==> src/rtl/fetch_queue.sv <==
// Instruction fetch front-end: issues sequential fetch requests, queues in-order responses
// and presents the oldest completed {pc, inst} to decode. A redirect flushes the queue.
module fetch_queue #(
    parameter logic [63:0] RESET_PC = 64'h8000_0000,
    parameter int          DEPTH    = 4
) (
    input  logic        clk,
    input  logic        rst,
    output logic        imem_req_valid,
    input  logic        imem_req_ready,
    output logic [63:0] imem_req_addr,
    input  logic        imem_rsp_valid,
    input  logic [31:0] imem_rsp_data,
    input  logic        redirect_valid,
    input  logic [63:0] redirect_pc,
    input  logic        id_ready,
    output logic        if_valid,
    output logic [63:0] if_pc,
    output logic [31:0] if_inst
);

    localparam int AW = $clog2(DEPTH);
    localparam int PW = AW + 1;

    logic [63:0]    fetch_pc;
    logic [63:0]    pc_mem   [DEPTH];
    logic [31:0]    inst_mem [DEPTH];
    logic [DEPTH-1:0] filled;
    logic [PW-1:0]  head;
    logic [PW-1:0]  tail;
    logic [PW-1:0]  fill;
    logic [PW-1:0]  drop_cnt;

    logic [PW-1:0]  count;
    logic [PW-1:0]  outstanding;
    logic [PW-1:0]  inflight;
    logic [PW-1:0]  drop_next;
    logic           full;
    logic           req_fire;
    logic           rsp_accept;
    logic           rsp_drop;
    logic           deliver;
    logic           unused_low_bits;

    // Handshake: a transfer happens on any cycle where valid && ready are both high; the
    // request side keeps addr stable until accepted unless a redirect withdraws it.
    assign count       = tail - head;
    assign outstanding = tail - fill;
    assign inflight    = outstanding + drop_cnt;
    assign full        = (count == PW'(DEPTH));

    assign imem_req_valid = rst && !full && (drop_cnt == '0) && !redirect_valid;
    assign imem_req_addr  = fetch_pc;
    assign req_fire       = imem_req_valid && imem_req_ready;

    // A response with nothing outstanding is a protocol error and is ignored.
    assign rsp_accept = imem_rsp_valid && (drop_cnt == '0) && (outstanding != '0);
    assign rsp_drop   = imem_rsp_valid && (drop_cnt != '0);

    assign if_valid = (count != '0) && filled[head[AW-1:0]];
    assign if_pc    = pc_mem[head[AW-1:0]];
    assign if_inst  = inst_mem[head[AW-1:0]];
    assign deliver  = if_valid && id_ready;

    // Everything in flight at a redirect becomes stale; a response landing that same cycle
    // is already one of them and is discarded on the spot.
    assign drop_next = (imem_rsp_valid && (inflight != '0)) ? inflight - PW'(1) : inflight;

    assign unused_low_bits = ^redirect_pc[1:0];

    always_ff @(posedge clk or negedge rst) begin
        if (!rst) begin
            fetch_pc <= RESET_PC;
            head     <= '0;
            tail     <= '0;
            fill     <= '0;
            drop_cnt <= '0;
            filled   <= '0;
            for (int i = 0; i < DEPTH; i++) begin
                pc_mem[i]   <= '0;
                inst_mem[i] <= '0;
            end
        end else if (redirect_valid) begin
            head     <= '0;
            tail     <= '0;
            fill     <= '0;
            filled   <= '0;
            fetch_pc <= {redirect_pc[63:2], 2'b00};
            drop_cnt <= drop_next;
        end else begin
            if (req_fire) begin
                pc_mem[tail[AW-1:0]] <= fetch_pc;
                filled[tail[AW-1:0]] <= 1'b0;
                tail                 <= tail + PW'(1);
                fetch_pc             <= fetch_pc + 64'd4;
            end
            if (rsp_accept) begin
                inst_mem[fill[AW-1:0]] <= imem_rsp_data;
                filled[fill[AW-1:0]]   <= 1'b1;
                fill                   <= fill + PW'(1);
            end else if (rsp_drop) begin
                drop_cnt <= drop_cnt - PW'(1);
            end
            if (deliver) begin
                head <= head + PW'(1);
            end
        end
    end

endmodule

==> config.mk <==
export PLATFORM = sky130hd
export DESIGN_NAME = fetch_queue
export DESIGN_NICKNAME = d
export VERILOG_FILES = /design/src/rtl/fetch_queue.sv
export SDC_FILE = /design/constraint.sdc
export NUM_CORES = 1
export LEC_CHECK = 0
export ABC_AREA = 0
export BUFFER_PORTS_ARGS = -buffer_cell sky130_fd_sc_hd__buf_4
export CAP_MARGIN = 10
export CORE_ASPECT_RATIO = 1.25
export CORE_MARGIN = 5
export CORE_UTILIZATION = 35
export DETAILED_ROUTE_END_ITERATION = 12
export SETUP_SLACK_MARGIN = 0.1
export SKIP_LAST_GASP = 1
export SLEW_MARGIN = 10
export SYNTH_ARGS = -nofsm -noshare
export SYNTH_HDL_FRONTEND = slang
export SYNTH_SLANG_ARGS = --single-unit
==> constraint.sdc <==
create_clock -name clk -period 3.47 [get_ports clk]
set_clock_uncertainty 0.05 [all_clocks]
set_input_delay 0.5205 -clock clk [delete_from_list [all_inputs] [get_ports clk]]
set_output_delay 0.5205 -clock clk [all_outputs]
set_load 0.005 [all_outputs]
==> results.tsv <==
stage	metric	value	unit
run_status	status	completed	
placement	IO buf count	257	
placement	post-DP HPWL	36500	um
yosys	Synth Instances	1495	
drt	First-pass DRT Iterations	4	
grt	first-pass GRT wire length	90200	um
sta	Final period util	86.5	%
yosys	Seq cells post-synth	454	
drt	Vias	13500	
clock_network	clk sinks	454	
layout	nets@finish	1856	
sta	post-route minimum period	3000	ps
sta	final setup fails	0	
clock_network	Clock H-tree levels	2	
yosys	area leader, netlist	dfrtp_1	
grt	vias in the first global route	14700	
drt	number of DRC markers in iteration 0	636	
drt	vias per cell	5.30	
floorplan	Chip Width	228	um
power	Seq pwr share	43.1	%
clock_network	Clock Path Buffers	3	
critical_path	RR Endpoint	pc_mem[242]	
critical_path	worst flop-to-flop path startpoint	tail[0]	
drt	drc violations	0	
grt	All-Layer GR Usage	17.7	%
drt	DRT antenna net count	0	
critical_path	slack of the worst reg-to-reg path	490	ps
yosys	Ys Warns	0	
critical_path	peak fanout along the critical path	49	
floorplan	Starting Density	35.2	%
placement	Routability Congestion	0.759	
sta	Slew @ Worst Pin	1050	ps
critical_path	critical path class	flip-flop to output port	
clock_network	Num CTS Buffers	50	
power	combinational fraction of design power	20.1	%
worst_hold_path	type of the most critical hold path	input port to flip-flop	
yosys	EDFF count, synth	0	
critical_path	Startpoint Class	flip-flop	
layout	Area growth syn-to-layout	22.2	%
yosys	share of the synthesized area in the top cell type	54.3	%
yosys	library cells used by synthesis	58	
worst_hold_path	hold path start	redirect_pc[9]	
sta	max-slew violation count	0	
power	switching share of power	25.6	%
run	max-cap violation count	0	
clock_network	Worst-path clk slew	60	ps
grt	grt ovf	0	
floorplan	num ports	264	
yosys	Most used DFF post-synth	dfrtp_1	
worst_hold_path	Hold Crit Depth	2	
drt	Routed WL	57600	um
power	Clk pwr share	36.7	%
floorplan	Placeable Area	0.0593	sq mm
sta	Fin Setup TNS	0	ps
critical_path	data arrival time of the worst path	2430	ps
power	VDD IR max	0.399	mV
yosys	FFs w/ async S/R, synth	100	%
sta	Final Hold Vio Count	0	
sta	RSZ-0062 raised after global routing	no	
clock_network	Clk Latency, worst-skew pair	600	ps
layout	layout cells sized above 1	47.9	%
power	switching power	0.00381	W
placement	Setup WS pre-CTS	488	ps
sta	setup ws final	469	ps
layout	Fill cells	5467	
yosys	top post-synthesis cells by area	dfrtp_1 (54%), mux2_2 (20%), mux4_2 (10%), nand2_1 (2.2%), o21ai_0 (1.2%)	
floorplan	Die Y	283	um
sta	max_slew headroom	30.1	%
power	P_int	0.0111	W
yosys	Synth Area per Inst	14.0	sq um
clock_network	Setup Buffers After CTS	0	
clock_network	Root Buffer	clkbuf_16	
grt	initial antenna violation count	4	
floorplan	die area	0.0647	sq mm
yosys	sequential-to-total area share from yosys stat	54.4	%
critical_path	worst-case reg-to-reg path depth	8	
power	Leak Pwr	12.2	nW
clock_network	CTS tree	built	
yosys	Cell Area, Synth	0.0209	sq mm
sta	max frequency	333	MHz
floorplan	row count	100	
power	Power Density	584	mW/mm^2
critical_path	Worst Path Required	2900	ps
drt	WL per Instance	22.7	um
critical_path	Setup crit end kind	output port	
grt	largest net degree at the start of global routing	174	
worst_hold_path	hold endpoint	imem_req_addr[9]	
==> critical path, stage by stage, from the launching register on <==
cell and delay (ps):
dfrtp_4 450, buf_16 390, mux4_2 610, o21a_1 180, buf_4 170
==> metal layers <==
layer	GRT usage [%]	up-vias	share of wire, %
met5	0	-	0.049
met4	5.43	4	2.8
met3	4.79	90	6.1
met2	30.0	304	50
met1	22.3	7071	41
li1	-	5994	-
==> layout by cell type (no fill, tap or decap), types with 8 or more instances in the layout <==
cell type | netlist | final
nor2_1 | 22 | 21
clkbuf_1 | 56 | 13
clkbuf_8 | 0 | 8
buf_12 | 0 | 10
clkbuf_16 | 0 | 51
and4_1 | 9 | 9
nand2_1 | 120 | 116
clkinv_2 | 0 | 9
dfrtp_1 | 453 | 451
and3_1 | 13 | 13
o311ai_0 | 12 | 12
buf_4 | 4 | 281
xor2_1 | 21 | 21
nand3_1 | 39 | 39
mux2_2 | 362 | 362
nand4_1 | 25 | 25
xnor2_1 | 11 | 11
and2_1 | 8 | 8
nor3_1 | 18 | 18
inv_1 | 16 | 15
o211ai_1 | 20 | 20
mux4_2 | 95 | 95
ha_1 | 18 | 18
o21ai_0 | 50 | 50
a21oi_1 | 12 | 12
==> registers in the layout, indices dropped and copies added (netlist names) <==
register and flops:
filled 4, drop_cnt 3, pc_mem 248, imem_req_addr 62, head 3, tail 3
fill 3, inst_mem 128
==> logic make-up after synthesis <==
kind of cell | count (synthesis) | share of synthesized area (%)
multiplexers | 460 | 29.9
flip-flops | 454 | 54.4
AND/OR/NAND/NOR | 274 | 6.44
AO/OA/AOI/OAI | 127 | 4.06
buffers and inverters | 127 | 2.54
XOR/XNOR | 32 | 1.34
adder cells (fa/ha/maj) | 20 | 1.27
other | 1 | 0.0180
==> metrics by stage <==
stage / total power [W] / util (%) / instances / instance area (sq um) / hold slack (ps)
3_5_place_dp: 0.00960 / 40.1 / 2445 / 23800 / 307
5_1_grt: 0.0157 / 43.0 / 2537 / 25500 / 65.9
3_3_place_gp: 0.00948 / 40.1 / 2445 / 23800 / 305
6_report: 0.0149 / 43.0 / 2539 / 25500 / 88.8
2_1_floorplan: 0.00791 / - / 1498 / 20900 / 175
4_1_cts: 0.0152 / 43.0 / 2536 / 25500 / 43.1
==> synthesized netlist by cell type (all sizes together), types with 12 or more instances <==
library cell / number
o311ai: 12
buf: 53
mux2: 362
and3: 13
inv: 16
clkbuf: 58
o211ai: 20
a21oi: 12
xor2: 21
nand2: 121
dfrtp: 453
nor2: 22
nand4: 26
o21ai: 50
nand3: 39
ha: 18
mux4: 95
nor3: 18
==> area by class of cell <==
type | instances | area (sq um) | area share, %
multi-input combinational | 917 | 9050 | 35.5
tap | 765 | 957 | 3.75
clock inverter | 17 | 243 | 0.951
timing repair buffer | 295 | 2390 | 9.38
sequential | 454 | 11400 | 44.6
antenna | 3 | 7.51 | 0.0294
clock buffer | 72 | 1440 | 5.62
inverter | 16 | 60.1 | 0.235
==> worst max-delay path by stage <==
stage                     startpoint           to  slack (ps)  cells after the start
after floorplan              head[1]  pc_mem[122]         340                     12
after global placement       tail[0]  drop_cnt[1]         490                     13
after detailed placement     tail[0]  pc_mem[236]         490                      8
after CTS                    head[0]     if_valid         380                      4
after global routing         tail[0]  pc_mem[245]         290                      8
final                        head[0]     if_valid         470                      4
==> timing repair <==
action                                  4_1_cts  5_1_grt
hold buffers                                  1        0
hold endpoints to repair                     10        0
endpoints found under the setup margin        1        0
gates resized for setup                       1        0
==> power groups by stage <==
| stage | registers (W) | logic (W) | clock network (W) |
|---|---|---|---|
| 2_1_floorplan | 0.00634 | 0.00157 | 0 |
| 3_3_place_gp | 0.00647 | 0.00301 | 0 |
| 3_5_place_dp | 0.00654 | 0.00307 | 0 |
| 4_1_cts | 0.00644 | 0.00308 | 0.00567 |
| 5_1_grt | 0.00653 | 0.00330 | 0.00587 |
| 6_report | 0.00644 | 0.00300 | 0.00548 |
Power figures use the tool's default switching activity.
